## src/rtl/soc_decerr_slave_pkg.sv

```systemverilog
// Shared SoC definitions for the default (decode-error) slave: response codes,
// read-data filler pattern and the FSM state encodings.
package ariane_soc;

    localparam logic [1:0]  AXI_RESP_DECERR = 2'b11;
    localparam logic [63:0] DecErrRespData  = 64'hDEAD_BEEF_DEAD_BEEF;

    typedef enum logic [1:0] {
        W_IDLE,
        W_DATA,
        W_RESP
    } decerr_wr_state_t;

    typedef enum logic {
        R_IDLE,
        R_DATA
    } decerr_rd_state_t;

    // Saturating add of a small increment onto a 32-bit event counter.
    function automatic logic [31:0] sat_add32(input logic [31:0] base, input logic [1:0] inc);
        logic [32:0] sum;
        sum = {1'b0, base} + {31'd0, inc};
        return sum[32] ? 32'hFFFF_FFFF : sum[31:0];
    endfunction

endpackage

```

## src/rtl/soc_decerr_slave_if.sv

```systemverilog
// AXI4 subset seen by the decode-error slave; port names keep the slave-side
// _i/_o direction suffixes so both ends read the same as the crossbar netlist.
interface soc_decerr_slave_if #(
    parameter int IdWidth   = 5,
    parameter int AddrWidth = 64,
    parameter int DataWidth = 64
) ();
    logic                 aw_valid_i;
    logic                 aw_ready_o;
    logic [IdWidth-1:0]   aw_id_i;
    logic [AddrWidth-1:0] aw_addr_i;

    logic                 w_valid_i;
    logic                 w_ready_o;
    logic                 w_last_i;

    logic                 b_valid_o;
    logic                 b_ready_i;
    logic [IdWidth-1:0]   b_id_o;
    logic [1:0]           b_resp_o;

    logic                 ar_valid_i;
    logic                 ar_ready_o;
    logic [IdWidth-1:0]   ar_id_i;
    logic [AddrWidth-1:0] ar_addr_i;
    logic [7:0]           ar_len_i;

    logic                 r_valid_o;
    logic                 r_ready_i;
    logic [IdWidth-1:0]   r_id_o;
    logic [DataWidth-1:0] r_data_o;
    logic [1:0]           r_resp_o;
    logic                 r_last_o;

    modport slave (
        input  aw_valid_i, aw_id_i, aw_addr_i,
        input  w_valid_i, w_last_i,
        input  b_ready_i,
        input  ar_valid_i, ar_id_i, ar_addr_i, ar_len_i,
        input  r_ready_i,
        output aw_ready_o, w_ready_o,
        output b_valid_o, b_id_o, b_resp_o,
        output ar_ready_o,
        output r_valid_o, r_id_o, r_data_o, r_resp_o, r_last_o
    );

    modport master (
        output aw_valid_i, aw_id_i, aw_addr_i,
        output w_valid_i, w_last_i,
        output b_ready_i,
        output ar_valid_i, ar_id_i, ar_addr_i, ar_len_i,
        output r_ready_i,
        input  aw_ready_o, w_ready_o,
        input  b_valid_o, b_id_o, b_resp_o,
        input  ar_ready_o,
        input  r_valid_o, r_id_o, r_data_o, r_resp_o, r_last_o
    );

endinterface

```

## src/rtl/soc_decerr_rd_beats.sv

```systemverilog
// Read-side burst generator for error/stub slaves: accepts one AR, then emits
// ar_len+1 R beats with registered handshake outputs and last-beat flag.
module soc_decerr_rd_beats
    import ariane_soc::*;
#(
    parameter int IdWidth = 5
) (
    input  logic               clk_i,
    input  logic               rst_i,
    input  logic               ar_valid_i,
    input  logic [IdWidth-1:0] ar_id_i,
    input  logic [7:0]         ar_len_i,
    input  logic               r_ready_i,
    output logic               ar_ready_o,
    output logic               ar_hs_o,
    output logic               r_valid_o,
    output logic               r_last_o,
    output logic [IdWidth-1:0] r_id_o
);

    decerr_rd_state_t   state_q, state_d;
    logic [7:0]         cnt_q, cnt_d;
    logic [IdWidth-1:0] id_q, id_d;
    logic               ar_ready_q, ar_ready_d;
    logic               r_valid_q, r_valid_d;
    logic               r_last_q, r_last_d;
    logic               ar_hs, r_hs;

    assign ar_hs = ar_valid_i && ar_ready_q;
    assign r_hs  = r_valid_q && r_ready_i;

    always_comb begin
        state_d = state_q;
        cnt_d   = cnt_q;
        id_d    = id_q;
        case (state_q)
            R_IDLE: begin
                if (ar_hs) begin
                    id_d    = ar_id_i;
                    cnt_d   = ar_len_i;
                    state_d = R_DATA;
                end
            end
            R_DATA: begin
                // Counter holds remaining beats after the current one; zero means last.
                if (r_hs) begin
                    if (cnt_q == 8'd0) begin
                        state_d = R_IDLE;
                    end else begin
                        cnt_d = cnt_q - 8'd1;
                    end
                end
            end
            default: state_d = R_IDLE;
        endcase
        ar_ready_d = (state_d == R_IDLE);
        r_valid_d  = (state_d == R_DATA);
        r_last_d   = (state_d == R_DATA) && (cnt_d == 8'd0);
    end

    always_ff @(posedge clk_i) begin
        if (rst_i) begin
            state_q    <= R_IDLE;
            cnt_q      <= 8'd0;
            id_q       <= '0;
            ar_ready_q <= 1'b0;
            r_valid_q  <= 1'b0;
            r_last_q   <= 1'b0;
        end else begin
            state_q    <= state_d;
            cnt_q      <= cnt_d;
            id_q       <= id_d;
            ar_ready_q <= ar_ready_d;
            r_valid_q  <= r_valid_d;
            r_last_q   <= r_last_d;
        end
    end

    assign ar_ready_o = ar_ready_q;
    assign ar_hs_o    = ar_hs;
    assign r_valid_o  = r_valid_q;
    assign r_last_o   = r_last_q;
    assign r_id_o     = id_q;

endmodule

```

## src/rtl/soc_decerr_slave.sv

```systemverilog
// AXI4 default slave: completes every unmapped burst with DECERR and records the
// last faulting address. Define SOC_DECERR_CNT_EN to add the err_count_o counter.
module soc_decerr_slave
    import ariane_soc::*;
#(
    parameter int          IdWidth   = 5,
    parameter int          AddrWidth = 64,
    parameter int          DataWidth = 64,
    parameter logic [63:0] RespData  = DecErrRespData
) (
    input  logic                 clk_i,
    input  logic                 rst_i,
    soc_decerr_slave_if.slave    bus,
    output logic                 err_pulse_o,
    output logic [AddrWidth-1:0] err_addr_o,
    output logic                 err_is_write_o
`ifdef SOC_DECERR_CNT_EN
    ,
    output logic [31:0]          err_count_o
`endif
);

    // ------------------------------------------------------------ write side
    decerr_wr_state_t   w_state_q, w_state_d;
    logic [IdWidth-1:0] b_id_q, b_id_d;
    logic               aw_ready_q, aw_ready_d;
    logic               w_ready_q, w_ready_d;
    logic               b_valid_q, b_valid_d;
    logic               aw_hs, w_hs, b_hs;

    assign aw_hs = bus.aw_valid_i && aw_ready_q;
    assign w_hs  = bus.w_valid_i && w_ready_q;
    assign b_hs  = b_valid_q && bus.b_ready_i;

    always_comb begin
        w_state_d = w_state_q;
        b_id_d    = b_id_q;
        case (w_state_q)
            W_IDLE: begin
                if (aw_hs) begin
                    b_id_d    = bus.aw_id_i;
                    w_state_d = W_DATA;
                end
            end
            W_DATA: begin
                // Beats are discarded; only w_last ends the burst.
                if (w_hs && bus.w_last_i) begin
                    w_state_d = W_RESP;
                end
            end
            W_RESP: begin
                if (b_hs) begin
                    w_state_d = W_IDLE;
                end
            end
            default: w_state_d = W_IDLE;
        endcase
        aw_ready_d = (w_state_d == W_IDLE);
        w_ready_d  = (w_state_d == W_DATA);
        b_valid_d  = (w_state_d == W_RESP);
    end

    always_ff @(posedge clk_i) begin
        if (rst_i) begin
            w_state_q  <= W_IDLE;
            b_id_q     <= '0;
            aw_ready_q <= 1'b0;
            w_ready_q  <= 1'b0;
            b_valid_q  <= 1'b0;
        end else begin
            w_state_q  <= w_state_d;
            b_id_q     <= b_id_d;
            aw_ready_q <= aw_ready_d;
            w_ready_q  <= w_ready_d;
            b_valid_q  <= b_valid_d;
        end
    end

    assign bus.aw_ready_o = aw_ready_q;
    assign bus.w_ready_o  = w_ready_q;
    assign bus.b_valid_o  = b_valid_q;
    assign bus.b_id_o     = b_id_q;
    assign bus.b_resp_o   = AXI_RESP_DECERR;

    // ------------------------------------------------------------- read side
    logic ar_hs;

    soc_decerr_rd_beats #(
        .IdWidth (IdWidth)
    ) u_rd_beats (
        .clk_i      (clk_i),
        .rst_i      (rst_i),
        .ar_valid_i (bus.ar_valid_i),
        .ar_id_i    (bus.ar_id_i),
        .ar_len_i   (bus.ar_len_i),
        .r_ready_i  (bus.r_ready_i),
        .ar_ready_o (bus.ar_ready_o),
        .ar_hs_o    (ar_hs),
        .r_valid_o  (bus.r_valid_o),
        .r_last_o   (bus.r_last_o),
        .r_id_o     (bus.r_id_o)
    );

    assign bus.r_data_o = DataWidth'(RespData);
    assign bus.r_resp_o = AXI_RESP_DECERR;

    // ---------------------------------------------------------------- status
    logic                 err_pulse_q, err_pulse_d;
    logic [AddrWidth-1:0] err_addr_q, err_addr_d;
    logic                 err_is_write_q, err_is_write_d;

    always_comb begin
        err_pulse_d    = aw_hs || ar_hs;
        err_addr_d     = err_addr_q;
        err_is_write_d = err_is_write_q;
        // A simultaneous AW and AR reports the write address.
        if (aw_hs) begin
            err_addr_d     = bus.aw_addr_i;
            err_is_write_d = 1'b1;
        end else if (ar_hs) begin
            err_addr_d     = bus.ar_addr_i;
            err_is_write_d = 1'b0;
        end
    end

    always_ff @(posedge clk_i) begin
        if (rst_i) begin
            err_pulse_q    <= 1'b0;
            err_addr_q     <= '0;
            err_is_write_q <= 1'b0;
        end else begin
            err_pulse_q    <= err_pulse_d;
            err_addr_q     <= err_addr_d;
            err_is_write_q <= err_is_write_d;
        end
    end

    assign err_pulse_o    = err_pulse_q;
    assign err_addr_o     = err_addr_q;
    assign err_is_write_o = err_is_write_q;

`ifdef SOC_DECERR_CNT_EN
    logic [31:0] err_count_q, err_count_d;

    always_comb begin
        err_count_d = sat_add32(err_count_q, {1'b0, aw_hs} + {1'b0, ar_hs});
    end

    always_ff @(posedge clk_i) begin
        if (rst_i) begin
            err_count_q <= 32'd0;
        end else begin
            err_count_q <= err_count_d;
        end
    end

    assign err_count_o = err_count_q;
`endif

endmodule

```

## src/flat_wrapper.sv

```systemverilog
// flat-port wrapper written by rule: the top's interface ports become plain ports
module soc_decerr_slave_flat import ariane_soc::*;
#(
    parameter int          IdWidth   = 5,
    parameter int          AddrWidth = 64,
    parameter int          DataWidth = 64,
    parameter logic [63:0] RespData  = DecErrRespData
)
  (clk_i, rst_i, err_pulse_o, err_addr_o, err_is_write_o, bus_aw_valid_i, bus_aw_id_i, bus_aw_addr_i, bus_w_valid_i, bus_w_last_i, bus_b_ready_i, bus_ar_valid_i, bus_ar_id_i, bus_ar_addr_i, bus_ar_len_i, bus_r_ready_i, bus_aw_ready_o, bus_w_ready_o, bus_b_valid_o, bus_b_id_o, bus_b_resp_o, bus_ar_ready_o, bus_r_valid_o, bus_r_id_o, bus_r_data_o, bus_r_resp_o, bus_r_last_o);
  soc_decerr_slave_if #(.IdWidth(IdWidth), .AddrWidth(AddrWidth), .DataWidth(DataWidth)) bus_i ();
  input  logic clk_i;
  input  logic rst_i;
  output logic err_pulse_o;
  output logic [AddrWidth-1:0] err_addr_o;
  output logic err_is_write_o;
  input wire logic [$bits(bus_i.aw_valid_i)-1:0] bus_aw_valid_i;
  input wire logic [$bits(bus_i.aw_id_i)-1:0] bus_aw_id_i;
  input wire logic [$bits(bus_i.aw_addr_i)-1:0] bus_aw_addr_i;
  input wire logic [$bits(bus_i.w_valid_i)-1:0] bus_w_valid_i;
  input wire logic [$bits(bus_i.w_last_i)-1:0] bus_w_last_i;
  input wire logic [$bits(bus_i.b_ready_i)-1:0] bus_b_ready_i;
  input wire logic [$bits(bus_i.ar_valid_i)-1:0] bus_ar_valid_i;
  input wire logic [$bits(bus_i.ar_id_i)-1:0] bus_ar_id_i;
  input wire logic [$bits(bus_i.ar_addr_i)-1:0] bus_ar_addr_i;
  input wire logic [$bits(bus_i.ar_len_i)-1:0] bus_ar_len_i;
  input wire logic [$bits(bus_i.r_ready_i)-1:0] bus_r_ready_i;
  output wire logic [$bits(bus_i.aw_ready_o)-1:0] bus_aw_ready_o;
  output wire logic [$bits(bus_i.w_ready_o)-1:0] bus_w_ready_o;
  output wire logic [$bits(bus_i.b_valid_o)-1:0] bus_b_valid_o;
  output wire logic [$bits(bus_i.b_id_o)-1:0] bus_b_id_o;
  output wire logic [$bits(bus_i.b_resp_o)-1:0] bus_b_resp_o;
  output wire logic [$bits(bus_i.ar_ready_o)-1:0] bus_ar_ready_o;
  output wire logic [$bits(bus_i.r_valid_o)-1:0] bus_r_valid_o;
  output wire logic [$bits(bus_i.r_id_o)-1:0] bus_r_id_o;
  output wire logic [$bits(bus_i.r_data_o)-1:0] bus_r_data_o;
  output wire logic [$bits(bus_i.r_resp_o)-1:0] bus_r_resp_o;
  output wire logic [$bits(bus_i.r_last_o)-1:0] bus_r_last_o;
  assign bus_i.aw_valid_i = bus_aw_valid_i;
  assign bus_i.aw_id_i = bus_aw_id_i;
  assign bus_i.aw_addr_i = bus_aw_addr_i;
  assign bus_i.w_valid_i = bus_w_valid_i;
  assign bus_i.w_last_i = bus_w_last_i;
  assign bus_i.b_ready_i = bus_b_ready_i;
  assign bus_i.ar_valid_i = bus_ar_valid_i;
  assign bus_i.ar_id_i = bus_ar_id_i;
  assign bus_i.ar_addr_i = bus_ar_addr_i;
  assign bus_i.ar_len_i = bus_ar_len_i;
  assign bus_i.r_ready_i = bus_r_ready_i;
  assign bus_aw_ready_o = bus_i.aw_ready_o;
  assign bus_w_ready_o = bus_i.w_ready_o;
  assign bus_b_valid_o = bus_i.b_valid_o;
  assign bus_b_id_o = bus_i.b_id_o;
  assign bus_b_resp_o = bus_i.b_resp_o;
  assign bus_ar_ready_o = bus_i.ar_ready_o;
  assign bus_r_valid_o = bus_i.r_valid_o;
  assign bus_r_id_o = bus_i.r_id_o;
  assign bus_r_data_o = bus_i.r_data_o;
  assign bus_r_resp_o = bus_i.r_resp_o;
  assign bus_r_last_o = bus_i.r_last_o;
  soc_decerr_slave #(.IdWidth(IdWidth), .AddrWidth(AddrWidth), .DataWidth(DataWidth), .RespData(RespData)) u_core (.clk_i(clk_i), .rst_i(rst_i), .bus(bus_i), .err_pulse_o(err_pulse_o), .err_addr_o(err_addr_o), .err_is_write_o(err_is_write_o));
endmodule
```

## config.mk

```make
export PLATFORM = sky130hd
export DESIGN_NAME = soc_decerr_slave_flat
export DESIGN_NICKNAME = d
export VERILOG_FILES = /design/src/rtl/soc_decerr_slave_pkg.sv /design/src/rtl/soc_decerr_slave_if.sv /design/src/rtl/soc_decerr_rd_beats.sv /design/src/rtl/soc_decerr_slave.sv /design/src/flat_wrapper.sv
export SDC_FILE = /design/constraint.sdc
export NUM_CORES = 1
export LEC_CHECK = 0
export ABC_AREA = 0
export CORE_MARGIN = 2
export CORE_UTILIZATION = 33
export CTS_CLUSTER_SIZE = 20
export DETAILED_ROUTE_END_ITERATION = 8
export PLACE_DENSITY = 0.87
export SLEW_MARGIN = 40
export SYNTH_ARGS = -nofsm -noshare
export SYNTH_HDL_FRONTEND = slang
export SYNTH_SLANG_ARGS = --single-unit
```

## constraint.sdc

```tcl
create_clock -name clk_i -period 2 [get_ports clk_i]
set_input_delay 0.2 -clock clk_i [delete_from_list [all_inputs] [get_ports clk_i]]
set_output_delay 0.2 -clock clk_i [all_outputs]
set_load 0.02 [all_outputs]
```

==> key figures, run 1 <==
Power and ir drop
  • Seq pwr share: 38.0%
  • Psw: 0.001657 W
  • Cell Pwr Density: 759.3 nW/um^2
  • Pleak: 2.762 nW
  • Sw frac: around 30%
  • Int Pwr: roughly 0.0039 W
  • Clock network fraction of design power: 33.7%
  • Logic pwr share: 28.3%
  • Worst IR Drop VDD: 0.0004840 V

Cells and area
  • Multi-input gate area: 2389 um^2
  • Area grow syn2layout: 55.27%
  • # diodes: 0
  • Commonest non-fill, non-tap cell in the layout: clkdlybuf4s50_1
  • Nets@finish: roughly 950
  • Filler cell count: 1279
  • Register area: 1843 um^2
  • Most frequent cells in the layout: 233 x clkdlybuf4s50_1, 91 x dfxtp_1, 84 x nor2_1
  • Share of layout cells above drive strength 1: 5.611%

Critical path
  • Crit path DAT: 2.15 ns
  • Max Fanout on Critical Path: 7
  • Critical path type: flop to flop
  • R2r setup slk: about 0.1 ns
  • Critical Path RT: 2.25 ns
  • R2R depth: 5
  • Worst setup SP type: flop
  • CP Capture Type: flop
  • RR Endpoint: u_core.u_rd_beats.r_last_o$_SDFF_PP0_
  • FF-to-FF Start: u_core.u_rd_beats.cnt_q[4]$_SDFF_PP0_

CTS
  • Clock latency at the later pin of the worst-skew pair: 0.34 ns
  • TritonCTS Sinks: 92
  • Post_cts resized: 0
  • Max clock buf depth: 2
  • CTS Hold Bufs: 0
  • Post-CTS Setup Bufs: 0
  • CTS tree: yes
  • CTS clk-pin slew, worst paths: approximately 0.070 ns
  • H-Tree Depth: 3
  • CTS buffer count: 9
  • Root Driver: clkbuf_16

Floorplanning
  • Die W: 123.3 um
  • Die height: 123.3 um
  • Area of the die: 15200 um^2
  • Io pins: 304
  • Core area: roughly 14000 um^2
  • Row cnt: 43
  • Initial core utilization: 33.84%

Timing
  • Clk_skew: 0.004566 ns
  • Hold Fails Final Rpt: 0
  • Period utilization: 95.13%
  • Setup violators final: 0
  • Slew Limit Fails: 0
  • Fmax: between 500 and 600 MHz
  • RSZ-0062 raised after global routing: no
  • Final worst slack: about 0.097 ns
  • Post-layout min period: 1.903 ns
  • Hold Slack: 0.1125 ns
  • Worst-Margin Slew: 0.5528 ns
  • Rel. slew slack: 63.15%

Hold path
  • WHS Endpoint: u_core.u_rd_beats.r_valid_o$_SDFF_PP0_
  • WHS Path Cells: 2
  • Hold crit path type: input pin to flop
  • Beginning of the worst hold path: rst_i

Yosys
  • Ys flop type: dfxtp_1
  • Cell count after synthesis: ~600
  • Ys async rst share: 0%
  • Sequential-to-total area share from yosys stat: 39.21%
  • Mean area per synthesized cell: approximately 8.0 um^2
  • Synthesis-stage register bit count: 92
  • Cell variety after synth: just under 50
  • Post-synth design cell area: roughly 4700 um^2
  • EDFF count, synth: 0
  • Synth warn: 0

Outcome
  • Status: finished clean

Global route
  • GRT Total Usage: 19.01%
  • Vias in the first global route: 4560
  • Largest net degree at the start of global routing: 67
  • Antenna violations before repair: 0
  • Gr ovfl total: 0
  • First-pass GRT wire length: 22870 um

Place
  • Place WS: -0.06092 ns
  • Placer congestion estimate: around 0.85
  • IO buf count: 235
  • Detailed Place HPWL: 10720 um

Routing
  • Routed WL: about 15000 um
  • Drt initial violations: between 200 and 300
  • Wire per inst: ~15 um
  • Routed vias/inst: between 4 and 5
  • Routed Antenna Nets: 0
  • Post-route DRC: 0
  • Via count: 4867
  • First-pass iteration count of the detailed router: 4

Run
  • Total of max-cap violations: 0
==> worst max path at each step <==
stage | slack, ns | start | cells after the start | end
after global routing | 0.01 | u_core.u_rd_beats.cnt_q[4]$_SDFF_PP0_ | 5 | u_core.u_rd_beats.r_last_o$_SDFF_PP0_
after floorplan | 0.14 | u_core.u_rd_beats.cnt_q[3]$_SDFF_PP0_ | 6 | u_core.u_rd_beats.r_last_o$_SDFF_PP0_
after CTS | 0.09 | u_core.u_rd_beats.cnt_q[4]$_SDFF_PP0_ | 5 | u_core.u_rd_beats.r_last_o$_SDFF_PP0_
after global placement | -0.08 | bus_r_ready_i | 6 | u_core.u_rd_beats.r_last_o$_SDFF_PP0_
final | 0.1 | u_core.u_rd_beats.cnt_q[4]$_SDFF_PP0_ | 5 | u_core.u_rd_beats.r_last_o$_SDFF_PP0_
after detailed placement | -0.06 | bus_r_ready_i | 6 | u_core.u_rd_beats.r_last_o$_SDFF_PP0_
==> power by group through the flow <==
| stage | combinational (W) | sequential, W | clock, W |
|---|---|---|---|
| after floorplan | 0.000744 | 0.00231 | 0 |
| after global placement | 0.00155 | 0.00214 | 0 |
| after detailed placement | 0.00157 | 0.00214 | 0 |
| after CTS | 0.00157 | 0.00210 | 0.00193 |
| after global routing | 0.00169 | 0.00213 | 0.00200 |
| final | 0.00157 | 0.00210 | 0.00187 |
==> synth_stat cells (all sizes together), types with 2 or more instances <==
master | number | area [um^2]
a211oi | 2 | 15.01
a21oi | 12 | 60.06
a311oi | 64 | 560.5
a31o | 2 | 17.52
and3 | 3 | 18.77
buf | 71 | 529.3
clkbuf | 48 | 180.2
conb | 2 | 7.510
dfxtp | 92 | 1842
ha | 2 | 25.02
inv | 4 | 15.01
mux2 | 2 | 30.03
mux2i | 11 | 110.1
nand2 | 82 | 307.8
nand2b | 3 | 18.77
nand3 | 67 | 340.3
nand3b | 2 | 15.01
nor2 | 84 | 315.3
nor2b | 2 | 12.51
nor3 | 5 | 25.02
o311ai | 2 | 25.03
or2 | 2 | 12.52
or4 | 3 | 26.27
==> registers in the layout, indices dropped and copies added, names as in the netlist <==
name and count:
u_core.w_state_q 2, u_core.u_rd_beats.ar_ready_o 1, u_core.u_rd_beats.r_valid_o 1, u_core.u_rd_beats.cnt_q 8, u_core.u_rd_beats.r_last_o 1, u_core.bus.b_valid_o 1, u_core.err_addr_o 64, u_core.bus.w_ready_o 1
u_core.bus.aw_ready_o 1, u_core.bus.b_id_o 5, u_core.u_rd_beats.r_id_o 5, u_core.err_is_write_o 1, u_core.err_pulse_o 1
==> cells by family after synthesis <==
| group | after synthesis | share of synthesized area [%] |
|---|---|---|
| other | 2 | 0.1599 |
| and+or+nand+nor | 261 | 24.93 |
| muxes | 13 | 2.984 |
| adders and majority gates | 2 | 0.5327 |
| buffers and inverters | 123 | 15.42 |
| DFF | 92 | 39.21 |
| AOI/OAI and AO/OA | 93 | 16.57 |
| xor gates and xnor gates | 1 | 0.1865 |
==> final cells by class <==
type / count / share of cell area [%]
clock buffer: 11 / 3.328
tap: 180 / 3.088
clock inverter: 5 / 1.149
inverter: 4 / 0.2059
timing repair buffer: 252 / 34.21
multi-input combinational: 438 / 32.75
sequential: 92 / 25.27
==> per-stage QoR <==
step	TNS, ns	utilization, %	instances	total power (W)	area (um^2)
after global placement	-0.07921	50.19	966	0.003683	6967
after floorplan	0	-	653	0.003050	4945
final	0	52.54	982	0.005538	7293
after detailed placement	-0.06092	50.19	966	0.003709	6967
after global routing	0	52.54	982	0.005815	7293
after CTS	0	52.54	982	0.005609	7293
==> critical path, cell delays in order, from the launching register on <==
cell,delay (ns)
dfxtp_1,0.37
or4_4,0.56
o311a_4,0.34
mux2_4,0.21
nand3_1,0.09
nor4_2,0.25
==> metal layers <==
layer,track usage (%),wire [um]
met4,5.185,235
met2,32.04,7315
met1,22.82,5777
met3,6.827,1235
met5,0,0
No activity file was read; power rests on OpenSTA's default activity.
==> inputs of run 2 (changes only) <==
clock period = 1.66 ns   (was 2 ns; I/O delays follow)
==> run 2 against run 1 <==
Effect of this change:
- worst hold slack worse by 0.025 ns
- global-route usage is 0.40 points lower
- the flow now finishes with violations (negative setup slack)
- final cell count is 1.1% higher
==> key figures, run 2 (synthesized netlist as in run 1, its figures left out) <==
Cells and area
  • Final Instance Count excl. Fillers: 993
  • # diodes: 0
  • Most frequent cells in the layout: 233 x clkdlybuf4s50_1, 89 x dfxtp_1, 82 x nor2_1
  • Area grow syn2layout: 56.85%
  • Commonest non-fill, non-tap cell in the layout: clkdlybuf4s50_1
  • Max reg flops: 64
  • Final core occ: 53.07%
  • Nets@finish: 966
  • Share of layout cells above drive strength 1: ~7.5%
  • Post-route cell area: between 7000 and 8000 um^2

Power and ir drop
  • Cell Pwr Density: 865.0 nW/um^2
  • Worst IR Drop VDD: around 0.00039 V
  • Pleak: 2.809 nW

Critical path
  • Max Fanout on Critical Path: 6
  • Crit path cell chain: or4_4 -> o311a_4 -> mux2_4 -> nand3_2 -> nor4_2
  • Critical Path RT: 1.92 ns
  • Worst setup SP type: flop
  • Crit path DAT: 2.12 ns
  • CP bufs+invs: 0
  • Slowest Stage Delay on Critical Path: 0.59 ns
  • Slowest CP cell: or4_4
  • CP Capture Type: flop
  • Critical path type: flop to flop
  • CP top delay family: simple AND/OR/NAND/NOR gates

Global route
  • M1 GR Usage: 22.68%
  • Antenna violations before repair: 0
  • GRT Total Usage: 18.61%
  • Grt met3 use: 4.797%
  • Largest net degree at the start of global routing: just under 80
  • Vias in the first global route: 4514
  • First-pass GRT wire length: 22270 um
  • GR peak layer: met2
  • Met2 Track Usage GR: 31.01%
  • Gr ovfl total: 0

Routing
  • Post-route DRC: 0
  • Via count: 4909
  • Routed vias/inst: 4.944
  • First-pass iteration count of the detailed router: 6
  • Routed WL: 14930 um
  • Wire per inst: 15.03 um
  • Drt initial violations: 255
  • Routed Antenna Nets: 0

CTS
  • Max clock buf depth: 2
  • TritonCTS Sinks: 92
  • CTS buffer count: 9
  • CTS tree: yes
  • H-Tree Depth: 3
  • Clock latency at the later pin of the worst-skew pair: 0.34 ns
  • Root Driver: clkbuf_16
  • CTS clk-pin slew, worst paths: 0.06 ns

Floorplanning
  • Core area: 13880 um^2
  • Die W: ~120 um
  • Area of the die: roughly 15000 um^2
  • Row cnt: 43
  • Initial core utilization: approximately 34%
  • Io pins: slightly above 300
  • Die height: approximately 120 um

Place
  • IO buf count: between 200 and 250
  • Placer congestion estimate: about 0.83
  • Post-DP Area: approximately 7000 um^2
  • Cell count after placement: 978
  • Detailed Place HPWL: 10670 um

Outcome
  • Violated checks: negative setup slack
  • Status: complete, but fails checks

Timing
  • Period utilization: 112.6%
  • Post-layout min period: 1.868 ns
  • RSZ-0062 raised after global routing: yes
  • Total Neg Setup Slack: -0.5876 ns
  • Final worst slack: -0.2085 ns
  • Clk_skew: approximately 0.008 ns
  • Hold Fails Final Rpt: 0
  • Setup violators final: 5
  • Fmax: 535.2 MHz
  • Slew Limit Fails: 0

Hold path
  • Hold crit path type: input pin to flop

Run
  • Total of max-cap violations: 0
==> run 2: changes by cell type in the layout (fill, tap and decap cells not counted), sizes merged <==
cell      delta
buf         +13
bufinv       -2
clkbuf       +1
clkinv       +1
clkinvlp     -1
inv          -1
==> run 2: worst paths after layout <==
kind	startpoint	end	slack, ns	cells after the start
setup / recovery	u_core.u_rd_beats.cnt_q[3]$_SDFF_PP0_	u_core.u_rd_beats.r_last_o$_SDFF_PP0_	-0.21	5
hold / removal	rst_i	u_core.u_rd_beats.r_valid_o$_SDFF_PP0_	0.09	2
setup reg to reg	u_core.u_rd_beats.cnt_q[3]$_SDFF_PP0_	u_core.u_rd_beats.r_last_o$_SDFF_PP0_	-0.21	5
hold reg to reg	u_core.u_rd_beats.r_id_o[4]$_SDFFE_PP0P_	u_core.u_rd_beats.r_id_o[4]$_SDFFE_PP0P_	0.46	2
==> run 2: power by group <==
part / leakage (nW) / switching [W] / internal [W]
registers: 0.758 / 0.000115 / 0.00241
clock network: 0.125 / 0.000823 / 0.00104
logic: 1.93 / 0.00103 / 0.000961
total: 2.81 / 0.00196 / 0.00441
==> run 2: cell type report <==
type | instances | area, um^2
fill | 1317 | 6514
timing repair buffer | 265 | 2621
sequential | 92 | 1846
inverter | 4 | 15.01
multi-input combinational | 438 | 2401
clock inverter | 2 | 12.51
tap | 180 | 225.2
clock buffer | 12 | 246.5
==> run 2: timing repair <==
| action | CTS | global route |
|---|---|---|
| hold endpoints to repair | 0 | 0 |
| gates resized for setup | 2 | 3 |
| setup buffers | 0 | 1 |
| hold buffers | 0 | 0 |
| setup endpoints to repair | 5 | 8 |
| cloned | 0 | 0 |
| pin swaps | 0 | 1 |
==> run 2: layer usage <==
metal	wire [um]	vias to the layer above	part of all wire, %
li1	-	2377	-
met1	6042	2294	40
met2	7341	215	49
met3	1192	23	8.0
met4	348	0	2.3
met5	0	-	0
==> run 2: per-stage QoR <==
step / setup WS (ns) / hold slack (ns) / power (W)
after floorplan: -0.1855 / 0.3020 / 0.003680
after global placement: -0.3736 / 0.4287 / 0.004503
after detailed placement: -0.4019 / 0.4261 / 0.004529
after CTS: -0.1937 / 0.06599 / 0.006419
after global routing: -0.2329 / 0.08382 / 0.006666
final: -0.2085 / 0.08707 / 0.006372
==> inputs of run 3 (changes only) <==
CTS_CLUSTER_DIAMETER = 80   (was not set)
PLACE_DENSITY = 0.77   (was 0.87)
==> run 3 against run 2 <==
Effect of this change:
- the flow still finishes with violations (negative setup slack)
- critical path depth grew 1
- sequential share of layout area shrank 0.55 points
- worst setup slack lost 0.0062 ns
- global-route usage grew 0.40 points
- final cell count grew 0.50%
- first-iteration DRC count grew 18%
- clock skew shrank 0.0030 ns
==> key figures, run 3 (synthesized netlist as in run 1, its figures left out) <==
Cells and area
  • Nets@finish: between 900 and 1000
  • Max reg flops: 64
  • Final Instance Count excl. Fillers: around 1000
  • Area grow syn2layout: 60.50%
  • # diodes: 0
  • Post-route cell area: around 7500 um^2
  • Final core occ: around 54%
  • Commonest non-fill, non-tap cell in the layout: clkdlybuf4s50_1
  • Share of layout cells above drive strength 1: 8.680%
  • Most frequent cells in the layout: 232 x clkdlybuf4s50_1, 88 x dfxtp_1, 83 x nor2_1

Place
  • Placer congestion estimate: a little over 0.9
  • Detailed Place HPWL: roughly 11000 um
  • Cell count after placement: 981
  • Post-DP Area: 7147 um^2
  • IO buf count: 235

Routing
  • First-pass iteration count of the detailed router: 4
  • Routed vias/inst: just under 5
  • Highest metal layer with signal wires: met4
  • Routed WL: 15190 um
  • Met2 WL: 7448 um
  • Via count: 4853
  • Met3 wire length: 1181 um
  • Wire per inst: ~15 um
  • Post-route DRC: 0
  • Drt initial violations: slightly above 300
  • Routed met1 length: between 6000 and 7000 um
  • Routed Antenna Nets: 0

Power and ir drop
  • Worst IR Drop VDD: 0.0004984 V
  • Total Power: 0.006825 W
  • Cell Pwr Density: 905.4 nW/um^2
  • Pleak: 2.888 nW

Global route
  • Antenna violations before repair: 0
  • Gr ovfl total: 0
  • GRT Total Usage: 19.01%
  • First-pass GRT wire length: 22840 um
  • Largest net degree at the start of global routing: 63
  • Vias in the first global route: approximately 4500

Critical path
  • Crit path DAT: 2.13 ns
  • Crit path launch: u_core.u_rd_beats.cnt_q[5]$_SDFF_PP0_
  • R2R depth: 6
  • Critical path type: flop to flop
  • Worst setup SP type: flop
  • Max Fanout on Critical Path: 6
  • Crit path cell chain: or4_4 -> buf_4 -> or2_0 -> a21oi_1 -> mux2i_1 -> nor4_4
  • CP Capture Type: flop
  • Critical Path RT: 1.92 ns
  • Slowest CP cell: or4_4
  • FF-to-FF Start: u_core.u_rd_beats.cnt_q[5]$_SDFF_PP0_
  • Slowest Stage Delay on Critical Path: 0.58 ns

Floorplanning
  • Initial core utilization: 33.84%
  • Io pins: 304
  • Die height: 123.3 um
  • Core area: 13880 um^2
  • Die W: approximately 120 um
  • Row cnt: 43
  • Area of the die: 15200 um^2

CTS
  • CTS tree: yes
  • CTS clk-pin slew, worst paths: 0.07 ns
  • TritonCTS Sinks: 92
  • Root Driver: clkbuf_16
  • CTS Hold Bufs: 0
  • CTS buffer count: 9
  • Max clock buf depth: 2
  • H-Tree Depth: 3
  • Clock latency at the later pin of the worst-skew pair: 0.34 ns

Outcome
  • Violated checks: negative setup slack
  • Status: complete, but fails checks

Timing
  • Post-layout min period: 1.875 ns
  • Period utilization: 112.9%
  • Final worst slack: -0.2146 ns
  • Clk_skew: 0.004981 ns
  • Fmax: 533.4 MHz
  • Total Neg Setup Slack: -0.4818 ns
  • Hold Fails Final Rpt: 0
  • Setup violators final: 5
  • Slew Limit Fails: 0
  • RSZ-0062 raised after global routing: yes

Hold path
  • Hold crit path type: input pin to flop
  • WHS Path Cells: 2
  • Beginning of the worst hold path: rst_i

Run
  • Total of max-cap violations: 0
[run 3: cell types whose count changed in the layout (fill, tap and decap cells not counted), sizes merged]
cell	change
buf	+4
bufinv	+2
clkbuf	-1
clkdlybuf4s50	-1
dlygate4sd2	+1
[run 3: area by class of cell]
type	count	area, um^2
clock buffer	11	252.7
sequential	92	1847
clock inverter	4	72.57
multi-input combinational	438	2436
timing repair buffer	269	2690
fill	1299	6342
tap	180	225.2
inverter	4	15.01
[run 3: metal layers]
layer,vias to the layer above,global-route usage (%)
li1,2385,-
met1,2264,23.10
met2,183,31.56
met3,21,5.950
met4,0,6.818
met5,-,0
[run 3: timing repair]
action | CTS | global route
resized for setup | 2 | 9
gates cloned | 0 | 0
pin swaps | 3 | 3
endpoints found under the setup margin | 5 | 7
buffers inserted | 1 | 1
[run 3: power breakdown]
| group | internal (W) | total, W | switching [W] | leakage (nW) |
|---|---|---|---|---|
| Clock | 0.00139 | 0.00227 | 0.000874 | 0.158 |
| Sequential | 0.00241 | 0.00252 | 0.000111 | 0.759 |
| Combinational | 0.000992 | 0.00204 | 0.00105 | 1.97 |
| Total | 0.00479 | 0.00683 | 0.00203 | 2.89 |
[run 3: worst max-delay path: cells and delay by family (launching register included)]
family | cells | cell delay, ns
compound gates | 1 | 0.13
flops | 1 | 0.32
buf+inv | 1 | 0.16
simple gates | 3 | 1.04
mux | 1 | 0.15
[run 3: path summary, 6_finish.rpt]
path,endpoint,slack [ns]
worst max-delay path,u_core.u_rd_beats.r_last_o$_SDFF_PP0_,-0.21
worst min-delay path,u_core.w_state_q[1]$_SDFF_PP0_,0.20
worst max register to register,u_core.u_rd_beats.r_last_o$_SDFF_PP0_,-0.21
worst min register to register,u_core.u_rd_beats.r_id_o[1]$_SDFFE_PP0P_,0.46
[run 3: stage by stage]
step                      hold slack [ns]  worst slack, ns
after floorplan                    0.3020          -0.1855
after global placement             0.4412          -0.3679
after detailed placement           0.4469          -0.3711
after CTS                          0.1883          -0.1985
after global routing               0.1979          -0.2697
final                              0.2022          -0.2146
